--- config.mk ---
export PLATFORM = sky130hd
export DESIGN_NAME = if_fetch
export DESIGN_NICKNAME = d
export VERILOG_FILES = /design/src/rtl/if_fetch.sv
export SDC_FILE = /design/constraint.sdc
export NUM_CORES = 1
export LEC_CHECK = 0
export BUFFER_PORTS_ARGS = -buffer_cell sky130_fd_sc_hd__buf_2
export CORE_AREA = 2 2 101 103
export DETAILED_ROUTE_END_ITERATION = 6
export DIE_AREA = 0 0 103 105
export PLACE_DENSITY = 0.83
export SYNTH_ARGS = -nofsm -noshare
export SYNTH_HDL_FRONTEND = slang
export SYNTH_SLANG_ARGS = --single-unit
--- constraint.sdc ---
create_clock -name clk -period 2.1 [get_ports clk]
set_clock_uncertainty 0.1 [all_clocks]
set_input_delay 0.105 -clock clk [delete_from_list [all_inputs] [get_ports clk]]
set_output_delay 0.105 -clock clk [all_outputs]
set_load 0.01 [all_outputs]
--- src/rtl/if_fetch.sv ---
// if_fetch: RV32I instruction fetch stage.
// Assembles each 32-bit instruction from four byte reads on a byte-wide
// memory port (little-endian) and presents it with its PC to decode.
// Optional feature macro: IF_PREFETCH_EN -- when defined, the bytes of
// pc+4 are fetched into a second buffer while an instruction is held.
module if_fetch #(
    parameter int                ADDR_W   = 32,
    parameter logic [ADDR_W-1:0] RESET_PC = ADDR_W'(0)
) (
    input  logic              clk,
    input  logic              rst,
    input  logic              stall_i,
    input  logic              branch_flag_i,
    input  logic [ADDR_W-1:0] branch_target_i,
    input  logic              mem_gnt_i,
    input  logic [7:0]        mem_din_i,
    output logic              mem_rd_o,
    output logic [ADDR_W-1:0] mem_a_o,
    output logic [ADDR_W-1:0] pc_o,
    output logic [31:0]       inst_o,
    output logic              inst_valid_o,
    output logic              stallreq_o
);

    localparam logic [31:0] NOP = 32'h00000013;

    typedef enum logic {FETCH, DONE} state_t;

    state_t            state;
    logic [ADDR_W-1:0] pc;
    logic [2:0]        ic;
    logic [2:0]        cc;
    logic              pend;
    logic [1:0]        pidx;
    logic [31:0]       buff;
    logic              redir_done;
`ifdef IF_PREFETCH_EN
    logic [31:0]       pbuf;
`endif

    logic              redirect;
    logic              issue;
    logic [ADDR_W-1:0] base;
    logic [2:0]        cc_nxt;

    // Place a returned byte into its little-endian slot of a word.
    function automatic logic [31:0] put_byte(input logic [31:0] word,
                                             input logic [1:0]  slot,
                                             input logic [7:0]  b);
        logic [31:0] w;
        w = word;
        w[{slot, 3'b000} +: 8] = b;
        return w;
    endfunction

    // Redirect acceptance, read issue gating and next capture count.
    always_comb begin
        redirect = branch_flag_i && !redir_done;
`ifdef IF_PREFETCH_EN
        base  = (state == DONE) ? pc + ADDR_W'(4) : pc;
        issue = rst && !redirect && mem_gnt_i && (ic < 3'd4);
`else
        base  = pc;
        issue = rst && !redirect && mem_gnt_i && (state == FETCH) && (ic < 3'd4);
`endif
        cc_nxt = cc + {2'b00, pend};
    end

    // Reads are gated by rst so the port goes quiet the instant reset asserts.
    assign mem_rd_o     = issue;
    assign mem_a_o      = base + ADDR_W'(ic);
    assign pc_o         = pc;
    assign inst_valid_o = (state == DONE);
    assign inst_o       = (state == DONE) ? buff : NOP;
    assign stallreq_o   = rst && (state == FETCH);

    // Fetch state machine: issue/capture bytes, hold, consume and redirect.
    always_ff @(posedge clk or negedge rst) begin
        if (!rst) begin
            state      <= FETCH;
            pc         <= RESET_PC;
            ic         <= 3'd0;
            cc         <= 3'd0;
            pend       <= 1'b0;
            pidx       <= 2'd0;
            buff       <= NOP;
            redir_done <= 1'b0;
`ifdef IF_PREFETCH_EN
            pbuf       <= NOP;
`endif
        end else if (redirect) begin
            // A byte still in flight belongs to the old path; pend<=0 drops it.
            pc         <= {branch_target_i[ADDR_W-1:1], 1'b0};
            ic         <= 3'd0;
            cc         <= 3'd0;
            pend       <= 1'b0;
            state      <= FETCH;
            redir_done <= 1'b1;
        end else begin
            case (state)
                FETCH: begin
                    ic   <= ic + {2'b00, issue};
                    pend <= issue;
                    pidx <= ic[1:0];
                    cc   <= cc_nxt;
                    if (pend)
                        buff <= put_byte(buff, pidx, mem_din_i);
                    if (cc_nxt == 3'd4) begin
                        // Counters restart so DONE sees a clean slate.
                        state <= DONE;
                        ic    <= 3'd0;
                        cc    <= 3'd0;
                    end
                end
                DONE: begin
`ifdef IF_PREFETCH_EN
                    ic   <= ic + {2'b00, issue};
                    pend <= issue;
                    pidx <= ic[1:0];
                    cc   <= cc_nxt;
                    if (pend)
                        pbuf <= put_byte(pbuf, pidx, mem_din_i);
                    if (!stall_i) begin
                        // Prefetched bytes and counters carry over to pc+4.
                        pc         <= pc + ADDR_W'(4);
                        redir_done <= 1'b0;
                        buff       <= pend ? put_byte(pbuf, pidx, mem_din_i) : pbuf;
                        if (cc_nxt == 3'd4) begin
                            ic <= 3'd0;
                            cc <= 3'd0;
                        end else begin
                            state <= FETCH;
                        end
                    end
`else
                    if (!stall_i) begin
                        pc         <= pc + ADDR_W'(4);
                        ic         <= 3'd0;
                        cc         <= 3'd0;
                        pend       <= 1'b0;
                        redir_done <= 1'b0;
                        state      <= FETCH;
                    end
`endif
                end
                default: state <= FETCH;
            endcase
        end
    end

endmodule
==> results.sh <==
export IMPL_status="complete, but fails checks"
export IMPL_violations="DRC, setup timing"
export IMPL_cp_arrival_ns=2.48
export IMPL_rsz0062_at_grt="yes"
export IMPL_grt_pass1_wl_mm=23.07
export IMPL_cap_violations=0
export IMPL_path_clk_slew_ns=0.10
export IMPL_synthFlopType="dfrtp_1"
export IMPL_start_util_pct=45.07
export IMPL_worst_pin_slew_ns=0.9630
export IMPL_io_pins=144
export IMPL_overflow=0
export IMPL_yosysSeqAreaShare_pct=42.71
export IMPL_power_leakage_nw=3.053
export IMPL_slew_viol_final=0
export IMPL_rows=36
export IMPL_ir_drop_uv=603.1
export IMPL_hold_viol=0
export IMPL_drc_errors=2
export IMPL_core_um2=9639
export IMPL_clock_sinks=74
export IMPL_fin_ws_ns=-0.5878
export IMPL_syn_area_per_cell_um2=8.585
export IMPL_postLayoutCoreUtil_pct=67.51
export IMPL_grt_max_degree=75
export IMPL_ys_seq_elements=74
export IMPL_final_common_cell="buf_2"
export IMPL_grt_usage_pct=27.29
export IMPL_syn_inst=506
export IMPL_worstSetupPathType="flop to output pin"
export IMPL_cts_tree="done"
export IMPL_p_total_mw=7.917
export IMPL_start_kind="flop"
export IMPL_die_w_um=103
export IMPL_die_area_um2=10820
export IMPL_synth_edf_count=0
export IMPL_port_buffers=141
export IMPL_cp_end_kind="output pin"
export IMPL_antennaDiodeCount=0
export IMPL_area_growth_pct=49.80
export IMPL_crit_required_ns=1.89
export IMPL_max_freq_ghz=0.3721
export IMPL_yosysWarningCount=0
export IMPL_postRouteAntennaNets=0
export IMPL_cts_root_buf="clkbuf_8"
export IMPL_htree_levels=3
export IMPL_async_flop_share_pct=100.0
export IMPL_die_h_um=105
export IMPL_setup_viol=35
export IMPL_hpwl_mm=9.189
export IMPL_clk_latency_ns=0.37
export IMPL_mostFrequentLayoutCells="139 x buf_2, 113 x nand2_1, 57 x o21ai_0, 57 x dfrtp_1, 49 x buf_4"
export IMPL_antenna_found_initial=0
export IMPL_drt_first_pass_iters=7
export IMPL_p_per_area_nw_per_um2=1217
export IMPL_post_route_period_util_pct=128.0
export IMPL_wirelength_mm=16.65
export IMPL_clockBufferDepth=2
export IMPL_finalCriticalPeriod_ns=2.688
export IMPL_routedWlPerCell_um=19.27
export IMPL_viasPerCell=5.631
export IMPL_nets=784
export IMPL_drive_gt1_share_pct=39.26
export IMPL_cp_max_fo=5
export IMPL_drt_iter0_drc=357
export IMPL_max_slew_margin_pct=35.80
export IMPL_yosysUniqueCellTypes=42
export IMPL_place_ws_ns=-0.05907
export IMPL_hold_path_class="input pin to flop"
export IMPL_gp_congestion=0.9249
export IMPL_via_count=4865
export IMPL_numCtsBuffers=9
export IMPL_grt_pass1_vias=4668
export IMPL_synthesis_area_um2=4344
==> metrics by stage <==
| stage | instance area [µm²] | std cells | hold slack, ns | setup TNS (ns) |
|---|---|---|---|---|
| detailed placement | 5403 | 790 | 0.2164 | -0.3325 |
| global placement | 5403 | 790 | 0.2044 | 0 |
| global route | 6507 | 864 | 0.07002 | -10.09 |
| finish | 6507 | 864 | 0.07740 | -7.089 |
| floorplan | 4365 | 507 | -0.2906 | 0 |
| CTS | 6191 | 853 | 0.05271 | -2.475 |
==> cells in the mapped netlist, types with 2 or more instances <==
cell type,number,area share (%)
and2_1,32,4.6
xnor2_1,31,6.2
nor3b_1,4,0.69
nand3_1,23,2.6
and3_1,8,1.2
nor3_1,6,0.69
inv_1,5,0.43
dfrtp_1,71,41
and4_1,3,0.60
a21oi_1,3,0.35
nor4_1,2,0.29
nand2b_1,5,0.72
nor2b_1,2,0.29
buf_4,3,0.52
o21ai_0,65,7.5
clkbuf_1,20,1.7
dfstp_2,3,1.8
a22o_1,5,1.0
buf_2,5,0.58
nand4_1,18,2.6
nor2_1,14,1.2
xor2_1,27,5.4
nand2_1,121,10
ha_1,12,3.5
==> report_power, final <==
part | total, mW | internal (mW) | switching [mW]
combinational | 4.12 | 1.79 | 2.33
sequential | 2.73 | 2.03 | 0.704
clock | 1.06 | 0.447 | 0.614
total | 7.92 | 4.27 | 3.65
==> flip-flops by register name (all words and copies together) (netlist names) <==
name	flops
ic	3
cc	3
redir_done	1
pc_o	31
inst_valid_o	1
pend	1
buff	32
pidx	2
==> path summary, 6_finish.rpt <==
path	start	end	slack (ns)	depth (start not counted)
min in group asynchronous	rst	pc_o[19]$_DFFE_PN0P_	0.51	3
worst max-delay path	pc_o[15]$_DFFE_PN0P_	mem_a_o[23]	-0.59	6
worst max register to register	pc_o[15]$_DFFE_PN0P_	pc_o[19]$_DFFE_PN0P_	-0.24	7
worst min register to register	buff[22]$_DFFE_PN0P_	buff[22]$_DFFE_PN0P_	0.38	2
worst min-delay path	branch_flag_i	redir_done$_DFFE_PN0P_	0.08	3
max in group asynchronous	rst	pc_o[3]$_DFFE_PN0P_	0.70	3
==> layer usage <==
metal | wire (µm) | global-route usage, %
met2 | 7930 | 44.76
met5 | 0 | 0
met3 | 1831 | 7.358
met4 | 1093 | 14.00
met1 | 5796 | 32.25
==> cells by family (layout without fill, tap and decap cells) <==
family / count (synthesis) / after routing / synth area share, %
AO/OA/AOI/OAI: 77 / 77 / 9.533
multiplexers: 1 / 1 / 0.2304
adder cells (fa/ha/maj): 13 / 13 / 3.917
buffers and inverters: 33 / 257 / 3.254
other: 1 / 2 / 0.08632
XOR/XNOR: 58 / 58 / 11.69
flip-flops: 74 / 74 / 42.71
AND/OR/NAND/NOR: 249 / 249 / 28.57
==> critical path: stages (launching register included) <==
cell and delay, ns:
dfrtp_1 0.47, nand4_1 0.28, nor3_4 0.34, and3_4 0.28
nand2_2 0.14, xnor2_1 0.40, buf_2 0.21
==> final cells by class <==
type                       instances  area [µm²]
fill                             679        3132
multi-input combinational        400        2715
sequential                        74        1873
timing repair buffer             236        1553
tap                              133       166.4
clock buffer                       9       123.9
clock inverter                     7       57.56
inverter                           5       18.77
==> timing repair <==
action,4_1_cts,5_1_grt
hold endpoints to repair,135,0
resized for setup,35,61
hold buffers,41,0
gates cloned,0,0
endpoints found under the setup margin,36,67
pin swaps,18,22
buffers inserted,7,11
No activity file was read; power rests on OpenSTA's default activity.
